===== src/rtl/jtag_scan_master_if.sv =====
// Command/result handshake and JTAG pin bundle for jtag_scan_master.
// master: host plus scan-chain side; slave: the scan master itself.
interface jtag_scan_master_if #(
   parameter int MAX_LEN = 32,
   parameter int LEN_W   = 6
);
   logic               start;
   logic               is_ir;
   logic [LEN_W-1:0]   len;
   logic [MAX_LEN-1:0] data_in;
   logic               busy;
   logic               done;
   logic [MAX_LEN-1:0] data_out;
   logic               TMS;
   logic               TDI;
   logic               TDO;

   modport master (
      output start, is_ir, len, data_in, TDO,
      input  busy, done, data_out, TMS, TDI
   );

   modport slave (
      input  start, is_ir, len, data_in, TDO,
      output busy, done, data_out, TMS, TDI
   );
endinterface


===== src/rtl/jtag_scan_master.sv =====
// Host-side JTAG scan master: Test-Logic-Reset walk after reset, then one IR/DR scan per start.
// Optional Run-Test/Idle hold after Update is enabled by defining JSM_RTI_HOLD_EN.
module jtag_scan_master #(
   parameter int MAX_LEN    = 32,
   parameter int LEN_W      = 6,
   parameter int RTI_CYCLES = 4
) (
   input logic               TCK,
   input logic               RST,
   jtag_scan_master_if.slave bus
);

   if (MAX_LEN < 2 || LEN_W < 3 || (64'd1 << LEN_W) <= 64'(MAX_LEN) || RTI_CYCLES < 0) begin : g_bad_params
      $error("jtag_scan_master: unsupported parameter set");
   end

`ifdef JSM_RTI_HOLD_EN
   localparam int HOLD_W = (RTI_CYCLES > 1) ? $clog2(RTI_CYCLES) : 1;

   if (RTI_CYCLES < 1) begin : g_bad_hold
      $error("jtag_scan_master: RTI_CYCLES must be at least 1");
   end
`endif

   // Each state names the TAP state during that TCK cycle.
   typedef enum logic [3:0] {
      TLR_SEQ  = 4'd0,
      RST_RTI  = 4'd1,
      IDLE     = 4'd2,
      LAUNCH   = 4'd3,
      SEL_DR   = 4'd4,
      SEL_IR   = 4'd5,
      CAPTURE  = 4'd6,
      SHIFT    = 4'd7,
      EXIT1    = 4'd8,
      UPDATE   = 4'd9
`ifdef JSM_RTI_HOLD_EN
      ,
      RTI_HOLD = 4'd10
`endif
   } state_t;

   state_t             state_r;
   logic [LEN_W-1:0]   cnt_r;
   logic [LEN_W-1:0]   len_r;
   logic               is_ir_r;
   logic [MAX_LEN-1:0] sh_r;
   logic [MAX_LEN-1:0] data_out_r;
   logic               tms_r;
   logic               tdi_r;
   logic               busy_r;
   logic               done_r;
`ifdef JSM_RTI_HOLD_EN
   logic [HOLD_W-1:0]  hold_cnt_r;
`endif

   logic [LEN_W-1:0]   len_clamped_s;
   logic               accept_s;
   logic               last_bit_s;
   logic               next_last_s;

   // Clamp the requested length and flag the final / penultimate shift bit.
   always_comb begin
      len_clamped_s = bus.len;
      if (bus.len > LEN_W'(MAX_LEN)) begin
         len_clamped_s = LEN_W'(MAX_LEN);
      end else begin
         len_clamped_s = bus.len;
      end
      accept_s    = bus.start && (bus.len != {LEN_W{1'b0}});
      last_bit_s  = (cnt_r == (len_r - LEN_W'(1)));
      next_last_s = (cnt_r == (len_r - LEN_W'(2)));
   end

   // Scan sequencer; TMS/TDI are loaded with the value for the state being entered.
   always_ff @(posedge TCK or posedge RST) begin
      if (RST) begin
         state_r    <= TLR_SEQ;
         cnt_r      <= {LEN_W{1'b0}};
         len_r      <= {LEN_W{1'b0}};
         is_ir_r    <= 1'b0;
         sh_r       <= {MAX_LEN{1'b0}};
         data_out_r <= {MAX_LEN{1'b0}};
         tms_r      <= 1'b1;
         tdi_r      <= 1'b0;
         busy_r     <= 1'b1;
         done_r     <= 1'b0;
`ifdef JSM_RTI_HOLD_EN
         hold_cnt_r <= {HOLD_W{1'b0}};
`endif
      end else begin
         done_r <= 1'b0;
         tdi_r  <= 1'b0;
         case (state_r)
            TLR_SEQ: begin
               // Five TMS=1 cycles reach Test-Logic-Reset from any TAP state.
               if (cnt_r == LEN_W'(4)) begin
                  state_r <= RST_RTI;
                  cnt_r   <= {LEN_W{1'b0}};
                  tms_r   <= 1'b0;
               end else begin
                  cnt_r   <= cnt_r + LEN_W'(1);
                  tms_r   <= 1'b1;
               end
            end
            RST_RTI: begin
               state_r <= IDLE;
               busy_r  <= 1'b0;
               tms_r   <= 1'b0;
            end
            IDLE: begin
               if (accept_s) begin
                  state_r    <= LAUNCH;
                  is_ir_r    <= bus.is_ir;
                  len_r      <= len_clamped_s;
                  sh_r       <= bus.data_in;
                  data_out_r <= {MAX_LEN{1'b0}};
                  cnt_r      <= {LEN_W{1'b0}};
                  busy_r     <= 1'b1;
                  tms_r      <= 1'b1;
               end else begin
                  busy_r     <= 1'b0;
                  tms_r      <= 1'b0;
               end
            end
            LAUNCH: begin
               state_r <= SEL_DR;
               tms_r   <= is_ir_r;
            end
            SEL_DR: begin
               if (is_ir_r) begin
                  state_r <= SEL_IR;
               end else begin
                  state_r <= CAPTURE;
               end
               tms_r <= 1'b0;
            end
            SEL_IR: begin
               state_r <= CAPTURE;
               tms_r   <= 1'b0;
            end
            CAPTURE: begin
               state_r <= SHIFT;
               cnt_r   <= {LEN_W{1'b0}};
               tms_r   <= (len_r == LEN_W'(1));
               tdi_r   <= sh_r[0];
            end
            SHIFT: begin
               data_out_r <= data_out_r | (MAX_LEN'(bus.TDO) << cnt_r);
               if (last_bit_s) begin
                  state_r <= EXIT1;
                  tms_r   <= 1'b1;
               end else begin
                  cnt_r   <= cnt_r + LEN_W'(1);
                  sh_r    <= sh_r >> 1;
                  tdi_r   <= sh_r[1];
                  tms_r   <= next_last_s;
               end
            end
            EXIT1: begin
               state_r <= UPDATE;
               tms_r   <= 1'b0;
            end
            UPDATE: begin
`ifdef JSM_RTI_HOLD_EN
               state_r    <= RTI_HOLD;
               hold_cnt_r <= {HOLD_W{1'b0}};
               tms_r      <= 1'b0;
`else
               state_r    <= IDLE;
               done_r     <= 1'b1;
               busy_r     <= 1'b0;
               tms_r      <= 1'b0;
`endif
            end
`ifdef JSM_RTI_HOLD_EN
            RTI_HOLD: begin
               if (hold_cnt_r == HOLD_W'(RTI_CYCLES - 1)) begin
                  state_r    <= IDLE;
                  done_r     <= 1'b1;
                  busy_r     <= 1'b0;
               end else begin
                  hold_cnt_r <= hold_cnt_r + HOLD_W'(1);
               end
               tms_r <= 1'b0;
            end
`endif
            default: begin
               state_r <= TLR_SEQ;
               cnt_r   <= {LEN_W{1'b0}};
               busy_r  <= 1'b1;
               tms_r   <= 1'b1;
            end
         endcase
      end
   end

   assign bus.TMS      = tms_r;
   assign bus.TDI      = tdi_r;
   assign bus.busy     = busy_r;
   assign bus.done     = done_r;
   assign bus.data_out = data_out_r;

endmodule


===== src/flat_wrapper.sv =====
// flat-port wrapper written by rule: the top's interface ports become plain ports
module jtag_scan_master_flat 
#(
   parameter int MAX_LEN    = 32,
   parameter int LEN_W      = 6,
   parameter int RTI_CYCLES = 4
)
  (TCK, RST, bus_start, bus_is_ir, bus_len, bus_data_in, bus_TDO, bus_busy, bus_done, bus_data_out, bus_TMS, bus_TDI);
  jtag_scan_master_if #(.MAX_LEN(MAX_LEN), .LEN_W(LEN_W)) bus_i ();
  input logic TCK;
  input logic RST;
  input wire logic [$bits(bus_i.start)-1:0] bus_start;
  input wire logic [$bits(bus_i.is_ir)-1:0] bus_is_ir;
  input wire logic [$bits(bus_i.len)-1:0] bus_len;
  input wire logic [$bits(bus_i.data_in)-1:0] bus_data_in;
  input wire logic [$bits(bus_i.TDO)-1:0] bus_TDO;
  output wire logic [$bits(bus_i.busy)-1:0] bus_busy;
  output wire logic [$bits(bus_i.done)-1:0] bus_done;
  output wire logic [$bits(bus_i.data_out)-1:0] bus_data_out;
  output wire logic [$bits(bus_i.TMS)-1:0] bus_TMS;
  output wire logic [$bits(bus_i.TDI)-1:0] bus_TDI;
  assign bus_i.start = bus_start;
  assign bus_i.is_ir = bus_is_ir;
  assign bus_i.len = bus_len;
  assign bus_i.data_in = bus_data_in;
  assign bus_i.TDO = bus_TDO;
  assign bus_busy = bus_i.busy;
  assign bus_done = bus_i.done;
  assign bus_data_out = bus_i.data_out;
  assign bus_TMS = bus_i.TMS;
  assign bus_TDI = bus_i.TDI;
  jtag_scan_master #(.MAX_LEN(MAX_LEN), .LEN_W(LEN_W), .RTI_CYCLES(RTI_CYCLES)) u_core (.TCK(TCK), .RST(RST), .bus(bus_i));
endmodule

===== config.mk =====
export PLATFORM = sky130hd
export DESIGN_NAME = jtag_scan_master_flat
export DESIGN_NICKNAME = d
export VERILOG_FILES = /design/src/rtl/jtag_scan_master_if.sv /design/src/rtl/jtag_scan_master.sv /design/src/flat_wrapper.sv
export SDC_FILE = /design/constraint.sdc
export NUM_CORES = 1
export LEC_CHECK = 0
export ABC_AREA = 1
export CAP_MARGIN = 20
export CORE_MARGIN = 10
export CORE_UTILIZATION = 44
export CTS_CLUSTER_SIZE = 24
export DETAILED_ROUTE_END_ITERATION = 10
export GPL_ROUTABILITY_DRIVEN = 1
export PLACE_DENSITY = 0.71
export SYNTH_ARGS = -nofsm -noshare
export SYNTH_HDL_FRONTEND = slang
export SYNTH_SLANG_ARGS = --single-unit
export TNS_END_PERCENT = 10

===== constraint.sdc =====
create_clock -name TCK -period 2.9 [get_ports TCK]
set_clock_uncertainty 0.2 [all_clocks]
set_input_delay 0.58 -clock TCK [delete_from_list [all_inputs] [get_ports TCK]]
set_output_delay 0.58 -clock TCK [all_outputs]
set_load 0.01 [all_outputs]

# [After elaboration in Yosys (flattened, before gate mapping)]
# Cells that the tools add are included.
# Widths: inputs -> output; s select.
[totals] ff_bits=85 out_inout_bits=36
[op_classes] add_sub_neg=3 eq_ne=17 shift=1 reduce_logical=13 mux=23 magnitude_cmp=1 bitwise=2
[ops] op="$pmux 32 s2" n=2
[ops] op="$mux 32" n=3
[ops] op="$pmux 4 s9" n=1
[ops] op="$or 32x32->32" n=1
[ops] op="$shl 1x6->32" n=1
[ops] op="$mux 6" n=4
[ops] op="$pmux 6 s4" n=1
[ops] op="$eq 4x3->1 const B" n=4
[ops] op="$eq 6x6->1" n=2
[ops] op="$mux 4" n=3
[ops] op="$reduce_and 3->1" n=3
[ops] op="$eq 4x2->1 const B" n=2
[ops] op="$eq 4x4->1 const B" n=2
[ops] op="$reduce_or 7->1" n=1
[ops] op="$add 6x1->6 const B" n=1
[ops] op="$eq 6x1->1 const B" n=1
[ops] op="$eq 6x3->1 const B" n=1
[ops] op="$gt 6x6->1 const B" n=1
[ops] op="$ne 2x1->1 const B" n=3
[ops] op="$pmux 1 s6" n=1
[ops] op="$reduce_bool 6->1" n=1
[ops] op="$reduce_or 6->1" n=1
[ops] op="$sub 6x1->6 const B" n=1
[ops] op="$sub 6x2->6 const B" n=1
[ops] op="other kinds (13)" n=18

# [Longest topological paths before layout]
[depth] word_depth=4 mapped_depth=14

# [Least setup slack after synthesis]
# OpenSTA, ideal clock, no wires.
[synth_timing] path_kind="register to register" startpoint="reg u_core.len_r[0]" endpoint="reg u_core.sh_r[11]" stages_incl_launch_ff=12 setup_slack_ns=0.958 synth_period_minus_slack_ns=1.942 required_time_ns=2.583 arrival_ns=1.626 path_cell_list="dfrtp_1 inv_1 ha_1 or2_0 nand3_1 nand2_1 nor2_2 nand3_2 buf_6 buf_6 nand3_1 nand2_1"
[synth_via] elab_chain_cells=4
[synth_rtl] element="start, declared" line="jtag_scan_master.sv:45" source="logic [LEN_W-1:0] len_r;"
[synth_rtl] element="start signal, assigned" line="jtag_scan_master.sv:80" source="len_r <= {LEN_W{1'b0}};"
[synth_rtl] element="start signal, assigned" line="jtag_scan_master.sv:115" source="len_r <= len_clamped_s;"
[synth_rtl] element="$sub 6x1->6" line="jtag_scan_master.sv:71" source="last_bit_s = (cnt_r == (len_r - LEN_W'(1)));"
[synth_rtl] element="$eq 6x6->1" line="jtag_scan_master.sv:71"
[synth_rtl] element="$ne 2x2->1 (no source line)"
[synth_rtl] element="$reduce_and 3->1 (no source line)"
[synth_rtl] element="end signal, assigned" line="jtag_scan_master.sv:82" source="sh_r <= {MAX_LEN{1'b0}};"
[synth_rtl] element="end signal, assigned" line="jtag_scan_master.sv:116" source="sh_r <= bus.data_in;"
[synth_rtl] element="end signal, assigned" line="jtag_scan_master.sv:155" source="sh_r <= sh_r >> 1;"
[synth_rtl] element="end, declared" line="jtag_scan_master.sv:47" source="logic [MAX_LEN-1:0] sh_r;"
# Every way passes these cells.
# A chain may end at the register's enable or synchronous reset.

# [Worst setup path after layout]
[layout_timing] startpoint="reg u_core.state_r[2]" endpoint="reg u_core.sh_r[14]"
[layout_via] elab_chain_cells=3 elab_cells_between_ends=7 cone_classes="4 x eq/ne; 1 x mux; 2 x reduce/logical"
[layout_rtl] element="start, declared" line="jtag_scan_master.sv:43" source="state_t state_r;"
[layout_rtl] element="start signal, assigned" line="jtag_scan_master.sv:78" source="state_r <= TLR_SEQ;"
[layout_rtl] element="start signal, assigned" line="jtag_scan_master.sv:98" source="state_r <= RST_RTI;"
[layout_rtl] element="start signal, assigned" line="jtag_scan_master.sv:107" source="state_r <= IDLE;"
[layout_rtl] element="$eq 4x3->1 / $eq 4x2->1 (equally long branches)" line="jtag_scan_master.sv:94" source="case (state_r)"
[layout_rtl] element="$ne 2x2->1 (no source line) (tied with other cells)"
[layout_rtl] element="$reduce_and 3->1 (no source line)"
# Parallel ways exist; a longest one is shown, timed or not.

==> flow_metrics.env <==
export IMPL_outcome="finished, final reports clean"
export IMPL_die_w_um=122
export IMPL_route_detailed_wl_per_inst_um=14.2
export IMPL_first_iter_violations=280
export IMPL_io_buffers=78
export IMPL_vias_per_cell=5.23
export IMPL_final_max_slew_viol_count=0
export IMPL_yosys_warnings=0
export IMPL_fp_dieArea_mm2=0.0150
export IMPL_grt_max_degree=86
export IMPL_drtPass1Iterations=5
export IMPL_path_clk_slew_ns=0.08
export IMPL_holdPathStages=2
export IMPL_reg2reg_depth=9
export IMPL_clockBufferDepth=2
export IMPL_p_switching_w=0.00218
export IMPL_end_kind="register"
export IMPL_area_growth_pct=23.1
export IMPL_fin_total_pwr_w=0.00515
export IMPL_max_freq_mhz=413
export IMPL_worstSetupPathType="reg2reg"
export IMPL_h_tree_depth=3
export IMPL_grt_pass1_wl_mm=19.8
export IMPL_initial_utilization_pct=44.8
export IMPL_synth_common_cells="nand2_1 (234), nor2_1 (92), dfrtp_1 (83), nand3_1 (65), nor4_1 (30)"
export IMPL_final_layout_size_suffix_gt1_share_pct=7.01
export IMPL_p_int_w=0.00297
export IMPL_yosysTopAreaCell="dfrtp_1"
export IMPL_p_per_area_mw_per_mm2=908
export IMPL_holdCritPathClass="reg2reg"
export IMPL_cts_hold_buf=0
export IMPL_io_pins=79
export IMPL_track_usage_pct=16.0
export IMPL_power_frac_clock_pct=16.7
export IMPL_final_nets=744
export IMPL_die_h_um=122
export IMPL_yosys_top_cells_area="dfrtp_1 (45%), nand2_1 (19%), nor2_1 (7.5%), nand3_1 (7.1%), nor4_1 (4.1%)"
export IMPL_timing_hold_violations_final=0
export IMPL_tritoncts="built"
export IMPL_fin_crit_ns=2.42
export IMPL_core_mm2=0.0103
export IMPL_gp_congestion=0.893
export IMPL_place_hpwl_mm=8.05
export IMPL_cts_resized=0
export IMPL_peakVddDrop_uv=416
export IMPL_worstPathRequired_ns=3.00
export IMPL_antenna_found_initial=0
export IMPL_reg2reg_to="u_core.sh_r[14]$_DFFE_PP0P_"
export IMPL_power_frac_comb_pct=46.1
export IMPL_synth_top_cell_area_share_pct=45.1
export IMPL_synthFlopType="dfrtp_1"
export IMPL_holdPathEnd="u_core.sh_r[20]$_DFFE_PP0P_"
export IMPL_async_flop_share_pct=100
export IMPL_syn_area_mm2=0.00461
export IMPL_clk_latency_ns=0.36
export IMPL_worst_pin_slew_ns=0.734
export IMPL_p_sw_share_pct=42.3
export IMPL_layout_area_seq_mm2=0.00213
export IMPL_max_cap_violations=0
export IMPL_fin_util_pct=55.2
export IMPL_rrSetupSlack_ns=0.48
export IMPL_cp_start_kind="register"
export IMPL_postRouteAntennaNets=0
export IMPL_n_antenna_cell=0
export IMPL_synth_seq_cells=85
export IMPL_vias=4367
export IMPL_slew_headroom_pct=51.0
export IMPL_finalCritPeriodShare_pct=83.4
export IMPL_path_max_fanout=44
export IMPL_p_seq_share_pct=37.2
export IMPL_synth_avg_cell_area_um2=7.29
export IMPL_gr_total_overflow=0
export IMPL_multi_input_area_mm2=0.00217
export IMPL_synth_edf_count=0
export IMPL_cts_sinks=85
export IMPL_cp_slowest_cell="inv_2"
export IMPL_p_leak_nw=2.79
export IMPL_fillers=988
export IMPL_post_cts_buffers=0
export IMPL_root_buffer="clkbuf_8"
export IMPL_drc=0
export IMPL_rows=37
export IMPL_finalSetupViolCount=0
export IMPL_yosysMostFrequentCell="nand2_1"
export IMPL_min_from="u_core.sh_r[20]$_DFFE_PP0P_"
export IMPL_rsz0062_at_grt="no"
export IMPL_crit_arrival_ns=2.52
export IMPL_tns_ns=0
export IMPL_synth_cell_types=32
export IMPL_rr_startpoint="u_core.state_r[2]$_DFFE_PP0P_"
export IMPL_ys_seq_area_share_pct=46.2
export IMPL_synth_cells=632
export IMPL_cp_cell_sequence="inv_2 -> nor2_4 -> inv_2 -> nor2_4 -> inv_2 -> nand2_1 -> nand2_2 -> nand2_1 -> nand2_1"
export IMPL_numCtsBuffers=9
export IMPL_wl_mm=11.8
export IMPL_synthesis_nets=681
export IMPL_critPathMaxStageDelay_ns=0.54
export IMPL_grt_pass1_vias=4069
worst max-delay path, delay by kind of cell, from the launching register on:
kind | cells | cell delay [ns]
buffers and inverters | 3 | 0.73
flip-flops | 1 | 0.43
AND/OR/NAND/NOR | 6 | 1.00
placed cells by master, fill, tap and decap left out, types with 3 or more instances in the layout:
cell type,netlist,final
nand2_1,234,234
nor2_1,92,92
dfrtp_1,83,83
clkdlybuf4s50_1,0,78
nand3_1,65,65
nor4_1,30,30
inv_1,25,24
o21ai_0,11,11
clkbuf_8,0,11
inv_2,9,9
nand3_2,8,8
buf_4,5,7
ha_1,6,6
xor2_1,4,4
nor3_1,4,4
a21oi_1,4,4
nand4_1,3,3
logic make-up after synthesis:
logic type,Yosys count,synth area share (%)
AO/OA/AOI/OAI,23,2.85
XOR/XNOR,6,1.14
adder cells (fa/ha/maj),6,1.63
buffers and inverters,69,6.71
flip-flops,85,46.2
AND/OR/NAND/NOR,443,41.5
metal layers:
layer,global-route usage (%),part of all wire (%),vias to the layer above
li1,-,-,2155
met1,22.0,46,2065
met2,24.4,46,134
met3,3.40,7.3,13
met4,5.89,1.1,0
met5,0,0,-
flip-flops by register name, indices dropped and copies added, names as in the netlist:
signal               count
u_core.bus.busy          1
u_core.bus.done          1
u_core.sh_r             32
u_core.is_ir_r           1
u_core.state_r           4
u_core.len_r             6
u_core.cnt_r             6
u_core.bus.TDI           1
u_core.bus.TMS           1
u_core.bus.data_out     32
metrics by stage:
stage | instances | area (um2) | hold WS, ns | worst slack (ns)
after global placement | 820 | 5470 | 0.254 | 0.286
after floorplan | 632 | 4610 | 0.242 | 0.958
after detailed placement | 820 | 5470 | 0.258 | 0.202
after CTS | 835 | 5670 | 0.279 | 0.479
after global routing | 835 | 5670 | 0.295 | 0.245
final | 835 | 5670 | 0.277 | 0.481
worst max-delay path by stage:
stage	startpoint	end	slack, ns	cells past startpoint
2_1_floorplan	u_core.len_r[0]$_DFFE_PP0P_	u_core.sh_r[11]$_DFFE_PP0P_	0.96	11
3_3_place_gp	bus_len[0]	u_core.sh_r[16]$_DFFE_PP0P_	0.29	10
3_5_place_dp	bus_len[0]	u_core.sh_r[14]$_DFFE_PP0P_	0.20	10
4_1_cts	u_core.state_r[2]$_DFFE_PP0P_	u_core.sh_r[14]$_DFFE_PP0P_	0.48	9
5_1_grt	u_core.state_r[2]$_DFFE_PP0P_	u_core.sh_r[14]$_DFFE_PP0P_	0.25	9
6_report	u_core.state_r[2]$_DFFE_PP0P_	u_core.sh_r[14]$_DFFE_PP0P_	0.48	9
area by class of cell:
| cell class | instances | area share (%) |
|---|---|---|
| tap | 136 | 3.00 |
| inverter | 34 | 2.32 |
| clock buffer | 11 | 2.67 |
| timing repair buffer | 87 | 15.4 |
| multi-input combinational | 478 | 38.2 |
| clock inverter | 4 | 0.838 |
| sequential | 85 | 37.5 |
power groups by stage:
stage	Sequential (W)	Combinational, W	Clock [W]
after floorplan	0.00191	0.00166	0
after CTS	0.00192	0.00239	0.000878
after global placement	0.00192	0.00231	0
after detailed placement	0.00193	0.00238	0
after global routing	0.00197	0.00271	0.000935
final	0.00192	0.00237	0.000860
(Power assumes the default switching activity.)
==> patch: new RTL, config.mk and constraints unchanged <==
`MAX_LEN` is set to 32 in 3 places; all go to 16.
--- a/src/rtl/jtag_scan_master_if.sv
+++ b/src/rtl/jtag_scan_master_if.sv
@@ -1,7 +1,7 @@
 // Command/result handshake and JTAG pin bundle for jtag_scan_master.
 // master: host plus scan-chain side; slave: the scan master itself.
 interface jtag_scan_master_if #(
-   parameter int MAX_LEN = 32,
+   parameter int MAX_LEN = 16,
    parameter int LEN_W   = 6
 );
    logic               start;
--- a/src/rtl/jtag_scan_master.sv
+++ b/src/rtl/jtag_scan_master.sv
@@ -1,7 +1,7 @@
 // Host-side JTAG scan master: Test-Logic-Reset walk after reset, then one IR/DR scan per start.
 // Optional Run-Test/Idle hold after Update is enabled by defining JSM_RTI_HOLD_EN.
 module jtag_scan_master #(
-   parameter int MAX_LEN    = 32,
+   parameter int MAX_LEN    = 16,
    parameter int LEN_W      = 6,
    parameter int RTI_CYCLES = 4
 ) (
--- a/src/flat_wrapper.sv
+++ b/src/flat_wrapper.sv
@@ -1,7 +1,7 @@
 // flat-port wrapper written by rule: the top's interface ports become plain ports
 module jtag_scan_master_flat 
 #(
-   parameter int MAX_LEN    = 32,
+   parameter int MAX_LEN    = 16,
    parameter int LEN_W      = 6,
    parameter int RTI_CYCLES = 4
 )
Interface: changed (resized bus_data_in and bus_data_out); port bits go from 79 to 47. No check against the original RTL was run, so the function may have changed too.
==> patch against the unedited design <==
Area after synthesis down 33%. Design area shrank 34%. Non-clock buffer count fell by 36. Critical path depth increased by 3. Setup slack improved by 91 ps. Power decreased by 30%. Cell count shrank 35%. Routed wire length shrank 38%. Sequential cell count down 32. Critical endpoint is now u_core.sh_r[12]$_DFFE_PP0P_.
==> patch: results (changes against the unedited design) <==
Overall routing resource usage: 0.1386 (-0.02164)
Number of vias per cell: 5.106 (-2.4%)
Least setup slack across all paths after layout: 571.4 ps (+90.50 ps)
Leak Pwr: 1.831 nW (-34%)
Launch point of the worst reg-to-reg path: u_core.len_r[1]$_DFFE_PP0P_
Maximum number of pins on one net before global-route repair: 33 (-62%)
Register-to-Register Path Depth: 12 (+3)
Top cells by instance count after synthesis: nand2_1, dfrtp_1, nor2_1, inv_1, nand4_1
Insertion delay of the later-clocked pin in the worst-skew pair: 300 ps (-60 ps)
First-pass GRT wire length: 12,940 um (-35%)
Via count: 2,783 (-36%)
Maximum level of the CTS H-tree: 2 (-1)
Detail Placement HPWL: 5442 um (-32%)
Synthesized Nets: 439 (-36%)
Least-Margin Pin Slew: 485.0 ps (-248.7 ps)
Top post-synthesis cells by area: dfrtp_1, nand2_1, nor2_1
Final GP Congestion: 0.8295 (-7.2%)
Sequential element share of the synthesized area: 0.4317 (-0.03042)
Run status: finished clean
End point of the most critical hold path: u_core.sh_r[11]$_DFFE_PP0P_
Final hold slack: 278.5 ps (+1.218 ps)
Sw power: 1.612 mW (-26%)
TritonCTS buffer count: 5 (-4)
Netlist cell types: 33 (+3.1%)
Crit Reg-Reg Endpoint: u_core.sh_r[12]$_DFFE_PP0P_
Worst Min Path Start: u_core.sh_r[11]$_DFFE_PP0P_
Final nets: 481 (-35%)
DP Worst Slack: 373.7 ps (+171.2 ps)
Wirelength, routed: 7380 um (-38%)
==> patch: cell type report <==
type | instances | area, um2 | area share
Tap cell | 96 | 120.1 | 0.03221
Timing Repair Buffer | 51 | 510.5 | 0.1369
Clock inverter | 1 | 30.03 | 0.008054
Clock buffer | 7 | 86.33 | 0.02315
Multi-Input combinational cell | 298 | 1506 | 0.4040
Inverter | 39 | 146.4 | 0.03926
Sequential cell | 53 | 1329 | 0.3564
==> patch: kinds of logic (layout without fill, tap and decap cells) <==
family                   count (synthesis)  after routing  share of synthesized area
XOR/XNOR                                 8              8                    0.02276
AND/OR/NAND/NOR                        250            250                     0.3772
flip-flops                              53             53                     0.4317
buffers and inverters                   55             98                    0.07886
adder cells (fa/ha/maj)                  6              6                    0.02439
AO/OA/AOI/OAI                           34             34                    0.06504
==> patch: worst max-delay path by stage <==
| stage | start | end | cells past startpoint |
|---|---|---|---|
| floorplan | RST | u_core.bus.TDI$_DFF_PP0_ | 1 |
| global placement | bus_len[5] | u_core.sh_r[13]$_DFFE_PP0P_ | 8 |
| detailed placement | bus_len[0] | u_core.sh_r[15]$_DFFE_PP0P_ | 8 |
| CTS | u_core.len_r[1]$_DFFE_PP0P_ | u_core.sh_r[14]$_DFFE_PP0P_ | 12 |
| global route | u_core.len_r[1]$_DFFE_PP0P_ | u_core.cnt_r[1]$_DFFE_PP0P_ | 12 |
| finish | u_core.len_r[1]$_DFFE_PP0P_ | u_core.sh_r[12]$_DFFE_PP0P_ | 12 |
==> patch: metrics by stage <==
| stage | power (mW) | instances | instance area [um2] | util |
|---|---|---|---|---|
| finish | 3.627 | 545 | 3729 | 0.5488 |
| global route | 3.956 | 545 | 3729 | 0.5488 |
| CTS | 3.637 | 545 | 3729 | 0.5488 |
| detailed placement | 3.110 | 537 | 3612 | 0.5317 |
| global placement | 3.063 | 537 | 3612 | 0.5317 |
| floorplan | 2.634 | 406 | 3078 | - |
==> patch: power by group through the flow <==
stage | combinational, mW | clock, mW | sequential (mW)
final | 1.86 | 0.518 | 1.24
after CTS | 1.86 | 0.530 | 1.24
after detailed placement | 1.86 | 0 | 1.25
after global placement | 1.81 | 0 | 1.25
after global routing | 2.12 | 0.556 | 1.28
after floorplan | 1.41 | 0 | 1.23
==> patch: layer usage <==
metal / vias to the layer above / track usage / share of wire
met2: 56 / 0.2279 / 0.49
met3: 6 / 0.04461 / 0.055
met1: 1325 / 0.1704 / 0.45
li1: 1396 / - / -
met5: - / 0 / 0
met4: 0 / 0.03528 / 0.0088
==> patch: worst max-delay path, stage by stage (launching register included) <==
cell	delay, ps
dfrtp_1	390
inv_1	160
ha_1	280
nand2_1	70
nand2_1	80
nand2_1	50
nand2_1	50
nand2_1	60
nor2_2	140
nand3_4	280
nand3_4	310
nand2_1	100
nand2_1	70
